**config.mk**
```make
export PLATFORM = sky130hd
export DESIGN_NAME = wb_sram_slave
export DESIGN_NICKNAME = d
export VERILOG_FILES = /design/src/rtl/wb_sram_slave_pkg.sv /design/src/rtl/wb_sram_slave.sv
export SDC_FILE = /design/constraint.sdc
export NUM_CORES = 1
export LEC_CHECK = 0
export CORE_ASPECT_RATIO = 1.4
export CORE_MARGIN = 2
export CORE_UTILIZATION = 41
export CTS_BUF_LIST = sky130_fd_sc_hd__clkbuf_8
export CTS_CLUSTER_SIZE = 30
export DETAILED_ROUTE_END_ITERATION = 6
export GPL_TIMING_DRIVEN = 0
export PLACE_DENSITY_LB_ADDON = 0.15
export SLEW_MARGIN = 20
export SYNTH_ARGS = -nofsm -noshare
export SYNTH_HDL_FRONTEND = slang
export SYNTH_SLANG_ARGS = --single-unit
```
**constraint.sdc**
```tcl
create_clock -name clk -period 1.6 [get_ports clk]
set_clock_uncertainty 0.05 [all_clocks]
set_input_delay 0.32 -clock clk [delete_from_list [all_inputs] [get_ports clk]]
set_output_delay 0.32 -clock clk [all_outputs]
set_load 0.05 [all_outputs]
```
**src/rtl/wb_sram_slave_pkg.sv**
```systemverilog
// Shared types and constants for the Wishbone-to-asynchronous-SRAM slave.
//   sram_state_t : FSM encoding (IDLE, READ, WR_SETUP, WR_PULSE, WR_HOLD, RESP, ERR)
//   WB_SEL_ALL   : all four byte lanes selected; also the idle value of be_n
//   max_int      : sizes the shared wait-state counter
package wb_sram_slave_pkg;

  typedef enum logic [2:0] {
    ST_IDLE     = 3'd0,
    ST_READ     = 3'd1,
    ST_WR_SETUP = 3'd2,
    ST_WR_PULSE = 3'd3,
    ST_WR_HOLD  = 3'd4,
    ST_RESP     = 3'd5,
    ST_ERR      = 3'd6
  } sram_state_t;

  localparam logic [3:0] WB_SEL_ALL = 4'hF;

  function automatic int max_int(input int a, input int b);
    return (a > b) ? a : b;
  endfunction

endpackage

```
**src/rtl/wb_sram_slave.sv**
```systemverilog
// Wishbone classic-cycle slave driving an external asynchronous 32-bit SRAM.
// Decodes a BASE_ADDR window, sequences ce_n/oe_n/we_n with programmable
// wait states and returns a single-cycle ack (or err on decode/alignment
// failure). Every bus and SRAM output is registered.
//
// Ports
//   clk, rst            clock, synchronous active-low reset
//   wb_cyc_i, wb_stb_i  Wishbone cycle / strobe
//   wb_we_i             1 = write
//   wb_adr_i            byte address
//   wb_dat_i, wb_sel_i  write data, byte lanes
//   wb_dat_o            read data, held until the next read completes
//   wb_ack_o, wb_err_o  one-cycle transfer done / error
//   wb_rty_o            constant 0
//   sram_addr_o         SRAM word address
//   sram_dq_o/_i        SRAM write / read data
//   sram_dq_oe_o        1 = drive dq (the tristate buffer sits in the chip top)
//   sram_ce_n_o, sram_oe_n_o, sram_we_n_o, sram_be_n_o  SRAM strobes (active low)
//
// Handshake: a request is taken only in IDLE when cyc & stb are both high.
// Address, data, sel and we are captured at that edge and bus changes after
// it are ignored. ack/err is asserted for exactly one cycle and is followed
// by one IDLE cycle before the next request can be sampled. Dropping cyc
// aborts a transfer without ack, except that a write that has already
// started its we_n pulse always completes through WR_HOLD.
//
// Output timing: outputs are registered from the *current* state, so they
// trail the state register by one cycle. Counting the request edge as
// cycle 0, a read acks in cycle READ_WAIT+1, a write in cycle WRITE_WAIT+3
// and an error in cycle 1. The FSM state is visible as 'state' for probing.
module wb_sram_slave
  import wb_sram_slave_pkg::*;
#(
  parameter logic [31:0] BASE_ADDR  = 32'h8000_0000,
  parameter int          ADDR_WIDTH = 20,
  parameter int          READ_WAIT  = 2,
  parameter int          WRITE_WAIT = 2
) (
  input  logic                  clk,
  input  logic                  rst,
  input  logic                  wb_cyc_i,
  input  logic                  wb_stb_i,
  input  logic                  wb_we_i,
  input  logic [31:0]           wb_adr_i,
  input  logic [31:0]           wb_dat_i,
  input  logic [3:0]            wb_sel_i,
  output logic [31:0]           wb_dat_o,
  output logic                  wb_ack_o,
  output logic                  wb_err_o,
  output logic                  wb_rty_o,
  output logic [ADDR_WIDTH-1:0] sram_addr_o,
  output logic [31:0]           sram_dq_o,
  input  logic [31:0]           sram_dq_i,
  output logic                  sram_dq_oe_o,
  output logic                  sram_ce_n_o,
  output logic                  sram_oe_n_o,
  output logic                  sram_we_n_o,
  output logic [3:0]            sram_be_n_o
);

  localparam int CNT_W = $clog2(max_int(READ_WAIT, WRITE_WAIT)) + 1;
  // 33-bit end of window so a window touching 2^32 cannot wrap to zero.
  localparam logic [32:0] WIN_END = {1'b0, BASE_ADDR} + (33'd4 << ADDR_WIDTH);
  localparam logic [CNT_W-1:0] RD_LOAD = CNT_W'(READ_WAIT - 1);
  localparam logic [CNT_W-1:0] WR_LOAD = CNT_W'(WRITE_WAIT - 1);

  sram_state_t state, state_next;
  logic [CNT_W-1:0] cnt, cnt_next;
  logic aborted, aborted_next;

  // Request captured in IDLE
  logic                  we_r;
  logic [3:0]            sel_r;
  logic [31:0]           dat_r;
  logic [ADDR_WIDTH-1:0] addr_r;

  // Decode
  logic        req, hit, bad, capture;
  logic [31:0] offset;
  logic        unused_offset_bits;

  assign req    = wb_cyc_i & wb_stb_i;
  assign hit    = ({1'b0, wb_adr_i} >= {1'b0, BASE_ADDR}) && ({1'b0, wb_adr_i} < WIN_END);
  assign bad    = !hit || (wb_adr_i[1:0] != 2'b00);
  assign offset = wb_adr_i - BASE_ADDR;
  assign unused_offset_bits = ^{offset[31:ADDR_WIDTH+2], offset[1:0]};
  assign capture = (state == ST_IDLE) && req && !bad;

  assign wb_rty_o = 1'b0;

  // Next-cycle values of the registered outputs
  logic       ack_d, err_d, dq_oe_d, ce_n_d, oe_n_d, we_n_d;
  logic [3:0] be_n_d;

  // Next state
  always_comb begin
    state_next   = state;
    cnt_next     = cnt;
    aborted_next = aborted;
    unique case (state)
      ST_IDLE: begin
        aborted_next = 1'b0;
        if (req) begin
          if (bad)          state_next = ST_ERR;
          else if (wb_we_i) state_next = ST_WR_SETUP;
          else begin
            state_next = ST_READ;
            cnt_next   = RD_LOAD;
          end
        end
      end
      ST_READ: begin
        if (!wb_cyc_i)      state_next = ST_IDLE;
        else if (cnt == '0) state_next = ST_RESP;
        else                cnt_next   = cnt - 1'b1;
      end
      ST_WR_SETUP: begin
        if (!wb_cyc_i) state_next = ST_IDLE;
        else begin
          state_next = ST_WR_PULSE;
          cnt_next   = WR_LOAD;
        end
      end
      ST_WR_PULSE: begin
        // Once we_n has gone low the pulse runs to full width; an abort is
        // only remembered so that no ack is sent afterwards.
        aborted_next = aborted | !wb_cyc_i;
        if (cnt == '0) state_next = ST_WR_HOLD;
        else           cnt_next   = cnt - 1'b1;
      end
      ST_WR_HOLD: begin
        state_next = (aborted || !wb_cyc_i) ? ST_IDLE : ST_RESP;
      end
      ST_RESP: state_next = ST_IDLE;
      ST_ERR:  state_next = ST_IDLE;
      default: state_next = ST_IDLE;
    endcase
  end

  // Output decode of the current state
  always_comb begin
    ack_d   = 1'b0;
    err_d   = 1'b0;
    dq_oe_d = 1'b0;
    ce_n_d  = 1'b1;
    oe_n_d  = 1'b1;
    we_n_d  = 1'b1;
    be_n_d  = WB_SEL_ALL;
    unique case (state)
      ST_READ: begin
        if (wb_cyc_i) begin
          ce_n_d = 1'b0;
          oe_n_d = 1'b0;
          be_n_d = ~sel_r;
        end
      end
      ST_WR_SETUP: begin
        if (wb_cyc_i) begin
          ce_n_d  = 1'b0;
          dq_oe_d = 1'b1;
          be_n_d  = ~sel_r;
        end
      end
      ST_WR_PULSE: begin
        ce_n_d  = 1'b0;
        dq_oe_d = 1'b1;
        be_n_d  = ~sel_r;
        // No lanes selected: run the full sequence but never strobe we_n.
        we_n_d  = (sel_r == 4'h0);
      end
      ST_WR_HOLD: begin
        ce_n_d  = 1'b0;
        dq_oe_d = 1'b1;
        be_n_d  = ~sel_r;
      end
      ST_RESP: ack_d = 1'b1;
      ST_ERR:  err_d = 1'b1;
      default: ;
    endcase
  end

  always_ff @(posedge clk) begin
    if (!rst) begin
      state        <= ST_IDLE;
      cnt          <= '0;
      aborted      <= 1'b0;
      we_r         <= 1'b0;
      sel_r        <= '0;
      dat_r        <= '0;
      addr_r       <= '0;
      wb_ack_o     <= 1'b0;
      wb_err_o     <= 1'b0;
      wb_dat_o     <= '0;
      sram_addr_o  <= '0;
      sram_dq_o    <= '0;
      sram_dq_oe_o <= 1'b0;
      sram_ce_n_o  <= 1'b1;
      sram_oe_n_o  <= 1'b1;
      sram_we_n_o  <= 1'b1;
      sram_be_n_o  <= WB_SEL_ALL;
    end else begin
      state   <= state_next;
      cnt     <= cnt_next;
      aborted <= aborted_next;
      if (capture) begin
        we_r   <= wb_we_i;
        sel_r  <= wb_sel_i;
        addr_r <= offset[ADDR_WIDTH+1:2];
        if (wb_we_i) dat_r <= wb_dat_i;
      end
      wb_ack_o     <= ack_d;
      wb_err_o     <= err_d;
      sram_addr_o  <= addr_r;
      sram_dq_o    <= dat_r;
      sram_dq_oe_o <= dq_oe_d;
      sram_ce_n_o  <= ce_n_d;
      sram_oe_n_o  <= oe_n_d;
      sram_we_n_o  <= we_n_d;
      sram_be_n_o  <= be_n_d;
      // oe_n has been low for READ_WAIT cycles by this edge; it rises here.
      if (state == ST_RESP && !we_r) wb_dat_o <= sram_dq_i;
    end
  end

endmodule

```
* Word-level counts from Yosys, hierarchy flattened *
Cells that the tools add are included.

storage, ports and cells
  register bits = 157
  bits in latches = 0
  RAM bits = 0
  ROM bits = 0
  bits of input ports = 105
  word-level logic and storage cells = 85
  memories kept = 0

operators by class
  $add $sub $neg = 2
  $mul = 0
  divide/modulo/power cells = 0
  $lt $le $gt $ge = 2
  equality and inequality tests = 13
  shifts and indexed selects = 0
  mux-type cells = 25
  bitwise gates (word level) = 3
  reductions and logical operators = 23

operators by type and width
  kind                     number
  $ge A32 B32 Y1 const B   1
  $lt A32 B32 Y1 const B   1
  $sub A22 B1 Y22 const B  1
  $mux W3                  6
  $mux W2                  8
  $pmux W3 S5              1
  $ne A2 B2 Y1 const B     6
  $eq A3 B3 Y1 const B     3
  $pmux W2 S4              1
  $pmux W4 S2              1
  $eq A3 B2 Y1 const B     2
  $pmux W1 S2              3
  $reduce_and A2 Y1        3
  $reduce_and A6 Y1        1
  $logic_and A1 B1 Y1      4
  $logic_not A1 Y1         4
  $logic_not A4 Y1         1
  $mux W1                  4
  $mux W4                  1
  $not A4 Y4               1
  $reduce_bool A2 Y1       2
  $reduce_bool A4 Y1       1
  $reduce_or A2 Y1         2
  $eq A3 B1 Y1 const B     1
  8 further kinds          9

* Logic depth before layout (Yosys ltp) *
  depth after elaboration = 7
  gate-level depth with buffers = 7
  gate-level depth less buffers = 6

* Worst setup path before layout *
OpenSTA, ideal clock, no wires.

  path type = in2reg
  start point = input port wb_adr_i[24]
  end point = register dat_r[23]
  arrival = 1.508 ns
  data required time = 1.436 ns
  slack = -0.072 ns
  stages on the path = 6
  buffers on the path = 2
  path through = nor4_2 > nand3_2 > or2_1 > buf_6 > buf_6 > a21o_1

between the ends
  longest elaborated chain between the ends = 7

RTL lines
  what                                                     line                  text
  from (decl)                                              wb_sram_slave.sv:44   input logic [31:0] wb_adr_i,
  $ge A32 B32 Y1 / $lt A32 B32 Y1 (equally long branches)  wb_sram_slave.sv:83   assign hit = ({1'b0, wb_adr_i} >= {1'b0, BASE_ADDR}) && ({1'b0, wb_adr_i} < WIN_END);
  $logic_and A1 B1 Y1 *                                    wb_sram_slave.sv:83
  $logic_not A1 Y1 *                                       wb_sram_slave.sv:84   assign bad = !hit || (wb_adr_i[1:0] != 2'b00);
  $logic_or A1 B1 Y1 *                                     wb_sram_slave.sv:84
  $logic_not A1 Y1 *                                       wb_sram_slave.sv:87   assign capture = (state == ST_IDLE) && req && !bad;
  $logic_and A1 B1 Y1 *                                    wb_sram_slave.sv:87
  $reduce_and A2 Y1 (no source line) *                     n/a
  to (signal assigned)                                     wb_sram_slave.sv:209  if (wb_we_i) dat_r <= wb_dat_i;
  to (decl)                                                wb_sram_slave.sv:74   logic [31:0] dat_r;

Every way passes the cells marked *; elsewhere a longest branch is shown, timed or not.
A chain may end at the register's enable or synchronous reset.

* Final worst setup path *
  start point = register state[0]
  end point = register dat_r[23]

between the ends
  longest elaborated chain between the ends = 4

RTL lines
  what                                line                  text
  from (decl)                         wb_sram_slave.sv:67   sram_state_t state, state_next;
  from (signal assigned)              wb_sram_slave.sv:202  state <= state_next;
  $logic_not A3 Y1                    wb_sram_slave.sv:87
  $logic_and A1 B1 Y1 (2 in series)   wb_sram_slave.sv:87
  $reduce_and A2 Y1 (no source line)  n/a

Every way passes these cells.

==> impl_metrics.csv <==
group,metric,value,unit
pwr,cellLeakagePower,3.69,nW
cells_and_area,area_delta_synth_final,58.3,%
floorplan,fp-row-count,50,
cells_and_area,nNetsFinal,937,
synthesis,synthMuxAreaShare,4.38,%
route,vias,4850,
critical_path,r2r_setup_slack,-0.08,ns
global_route,grt.total_usage,20.9,%
timing,fmax,594,MHz
hold_path,hold_depth,2,
critical_path,crit_slowest_cell,"dfxtp_4",
synthesis,synth_top_family_by_area,"simple AND/OR/NAND/NOR gates",
global_route,overflow,0,
critical_path,cpMostUsedCell,"buf_8",
critical_path,critPathLaunchType,"flop",
cts,path_clk_slew,0.08,ns
cells_and_area,drive_above_1_share,23.9,%
cts,cts_buffers,17,
synthesis,yosys_register_bits,157,
critical_path,r2r_end,"dat_r[23]",
floorplan,die_w,102,um
hold_path,whs_endpoint,"sram_dq_o[0]",
pwr,irDropWorstVdd,763,uV
floorplan,design.core.area,13200,um2
cts,cts_tree,"done",
global_route,grt_pass1_vias,4968,
global_route,antenna_found_initial,0,
route,firstDrtPassIters,4,
critical_path,reg2reg_from,"state[0]",
critical_path,worstPathCellList,"nor3_4 > buf_6 > nand4_4 > or2_1 > buf_8 > buf_8 > a21o_1",
timing,tns,-2.77,ns
synthesis,yosysWarnings,0,
cells_and_area,multi_input_area,2150,um2
timing,relSlewSlack,63.0,%
cts,cts_sinks,157,
floorplan,start_util,41.6,%
timing,drv_slew,0,
pwr,finalPower,8.56,mW
timing,final.min_clock_period,1.68,ns
route,drtAntennaViolNets,0,
global_route,grtUsageMet3,5.85,%
global_route,grt_pass1_wl,23.3,mm
timing,grt_setup_unrepaired,"true",
critical_path,crit_path_max_incr_delay,0.36,ns
floorplan,die-area,14300,um2
synthesis,synth_edf_count,0,
timing,hold_violations,0,
timing,tightest_slew,0.555,ns
route,routed_via_density,4.73,
cells_and_area,antenna_cells,0,
synthesis,synth_top_flop_cell,"dfxtp_1",
critical_path,critPathKind,"reg -> reg",
critical_path,required,1.89,ns
critical_path,reg2regPathDepth,7,
synthesis,syn_avg_cell_area,9.27,um2
synthesis,yosys.area_share.simple,21.9,%
synthesis,synth_fa_ha_area_share,0.228,%
route,wl_per_cell,14.7,um
floorplan,boundaryPins,200,
cts,clk_path_buf_depth,2,
synthesis,yosysUniqueCellTypes,48,
run_status,status,"finished, violations left",
pwr,power_density,985,nW/um2
critical_path,critPathCaptureType,"flop",
hold_path,hold_class,"in -> reg",
floorplan,die_h,141,um
timing,period_share,105,%
run,drv_cap,0,
global_route,grt_max_degree,17,
global_route,gr-max-usage-layer,"met2",
global_route,met2_usage,37.2,%
cells_and_area,design_area,8690,um2
cells_and_area,seq_area,3150,um2
timing,layout_setup_ws,-0.0827,ns
critical_path,worstPathArrival,1.97,ns
synthesis,synth_xor_area_share,0.160,%
route,totalWireLength,15.1,mm
run_status,violations,"negative setup slack",
cts,cts_htree_levels,4,
cells_and_area,fillers,1088,
timing,whs,0.239,ns
placement,placed_area,7710,um2
placement,place_congestion,0.810,
placement,dp_hpwl,10.6,mm
synthesis,synth.net_count,698,
critical_path,crit_family,"simple AND/OR/NAND/NOR gates",
route,remaining_drc_errors,0,
placement,portBuffers,197,
hold_path,hold_start,"rst",
global_route,use_met1,22.3,%
cts,clk_latency,0.45,ns
synthesis,ys_seq_area_share,57.2,%
cts,root_buffer,"clkbuf_8",
timing,setup_violations,56,
synthesis,synth_cells,592,
synthesis,synth_compound_area_share,10.3,%
synthesis,ys_async_sr_fraction,0,%
synthesis,syn_area,5490,um2
critical_path,crit_buf_inv,3,
route,dr.first_iter.drc_count,88,
critical_path,crit_fanout,8,
## Yosys cell counts (all sizes together), types with 2 or more instances
cell | n | share of area, %
o21a | 3 | 0.41
a21o | 32 | 4.4
nor2b | 3 | 0.34
a31oi | 2 | 0.23
nor2 | 7 | 0.62
and2 | 33 | 3.8
inv | 24 | 1.6
buf | 14 | 2.1
nand4 | 2 | 0.34
and3b | 2 | 0.32
nand3b | 2 | 0.27
nand2 | 156 | 11
a21oi | 36 | 3.3
nor3 | 34 | 3.3
o21ai | 6 | 0.55
a211oi | 2 | 0.27
nand3 | 3 | 0.36
mux2i | 24 | 4.4
dfxtp | 157 | 57
clkbuf | 28 | 1.9
nor4 | 2 | 0.46
nor4b | 2 | 0.59
## worst max path at each step
stage | from | endpoint | slack, ns | depth (start not counted)
after global routing | state[0] | dat_r[31] | -0.13 | 7
after CTS | state[2] | addr_r[3] | -0.07 | 7
final | state[0] | dat_r[23] | -0.08 | 7
after floorplan | state[1] | dat_r[10] | -0.02 | 7
after global placement | wb_adr_i[24] | dat_r[26] | -0.78 | 7
after detailed placement | wb_adr_i[24] | dat_r[28] | -0.78 | 7
## layer usage
layer / part of all wire [%] / vias up
met5: 0 / -
met4: 2.9 / 0
met3: 6.5 / 36
met2: 52 / 172
met1: 39 / 2239
li1: - / 2403
## area by class of cell
type | instances | share of cell area [%]
inverters | 25 | 1.08
clock buffers | 17 | 2.69
multi-input cells | 368 | 24.7
flip-flops and latches | 157 | 36.2
plain buffers | 39 | 2.79
clock inverters | 15 | 2.27
repair buffers | 223 | 27.6
well taps | 182 | 2.62
## cell usage in the layout (no fill, tap or decap), drive strengths merged, types with 2 or more instances in the layout
cell type,instances
mux2i,24
nor4,2
nor2,7
and3b,2
clkinv,4
nand3,3
buf,36
nand4,2
inv,32
bufinv,3
a31oi,2
nor3,34
a21o,32
dfxtp,157
nand3b,2
clkdlybuf4s50,90
a211oi,2
a21oi,36
o21ai,6
dlygate4sd2,11
nor2b,3
clkbuf,45
clkdlybuf4s15,94
nor4b,2
dlymetal6s2s,2
o21a,3
nand2,156
and2,33
## sequential cells by signal, summed over array words and instances, names as in the netlist
register	count
aborted	1
addr_r	20
cnt	2
dat_r	32
sel_r	4
sram_addr_o	20
sram_be_n_o	4
sram_ce_n_o	1
sram_dq_o	32
sram_dq_oe_o	1
sram_oe_n_o	1
sram_we_n_o	1
state	3
wb_ack_o	1
wb_dat_o	32
wb_err_o	1
we_r	1
## metrics by stage
step	utilization [%]	setup slack, ns	instances
finish	65.8	-0.0827	1026
global route	65.8	-0.133	1026
CTS	64.8	-0.0698	1023
detailed placement	58.4	-0.784	971
global placement	58.4	-0.779	971
floorplan	-	-0.0238	592
## power by group
group          switching, mW  leakage, nW  internal (mW)
clock                   1.59        0.218           1.60
sequential            0.0692         1.27           3.97
combinational          0.688         2.21          0.639
## timing repair
| item | CTS | global route |
|---|---|---|
| hold buffers | 0 | 0 |
| setup endpoints to repair | 157 | 96 |
| pin swaps | 11 | 4 |
| gates resized for setup | 322 | 32 |
| setup buffers | 18 | 3 |
| cloned | 4 | 1 |
## worst register-to-register path, stage by stage, from the launching register on
cell     delay (ns)
dfxtp_4        0.36
nor3_4         0.22
buf_6          0.13
nand4_4        0.11
or2_1          0.26
buf_8          0.16
buf_8          0.14
a21o_1         0.15
## logic make-up after synthesis
kind of cell | count (synthesis)
AO/OA/AOI/OAI | 89
XOR/XNOR | 1
adder cells (fa/ha/maj) | 1
buffers and inverters | 67
flip-flops | 157
multiplexers | 24
other | 1
AND/OR/NAND/NOR | 252
Note: power is estimated with default switching activity, not from simulation.
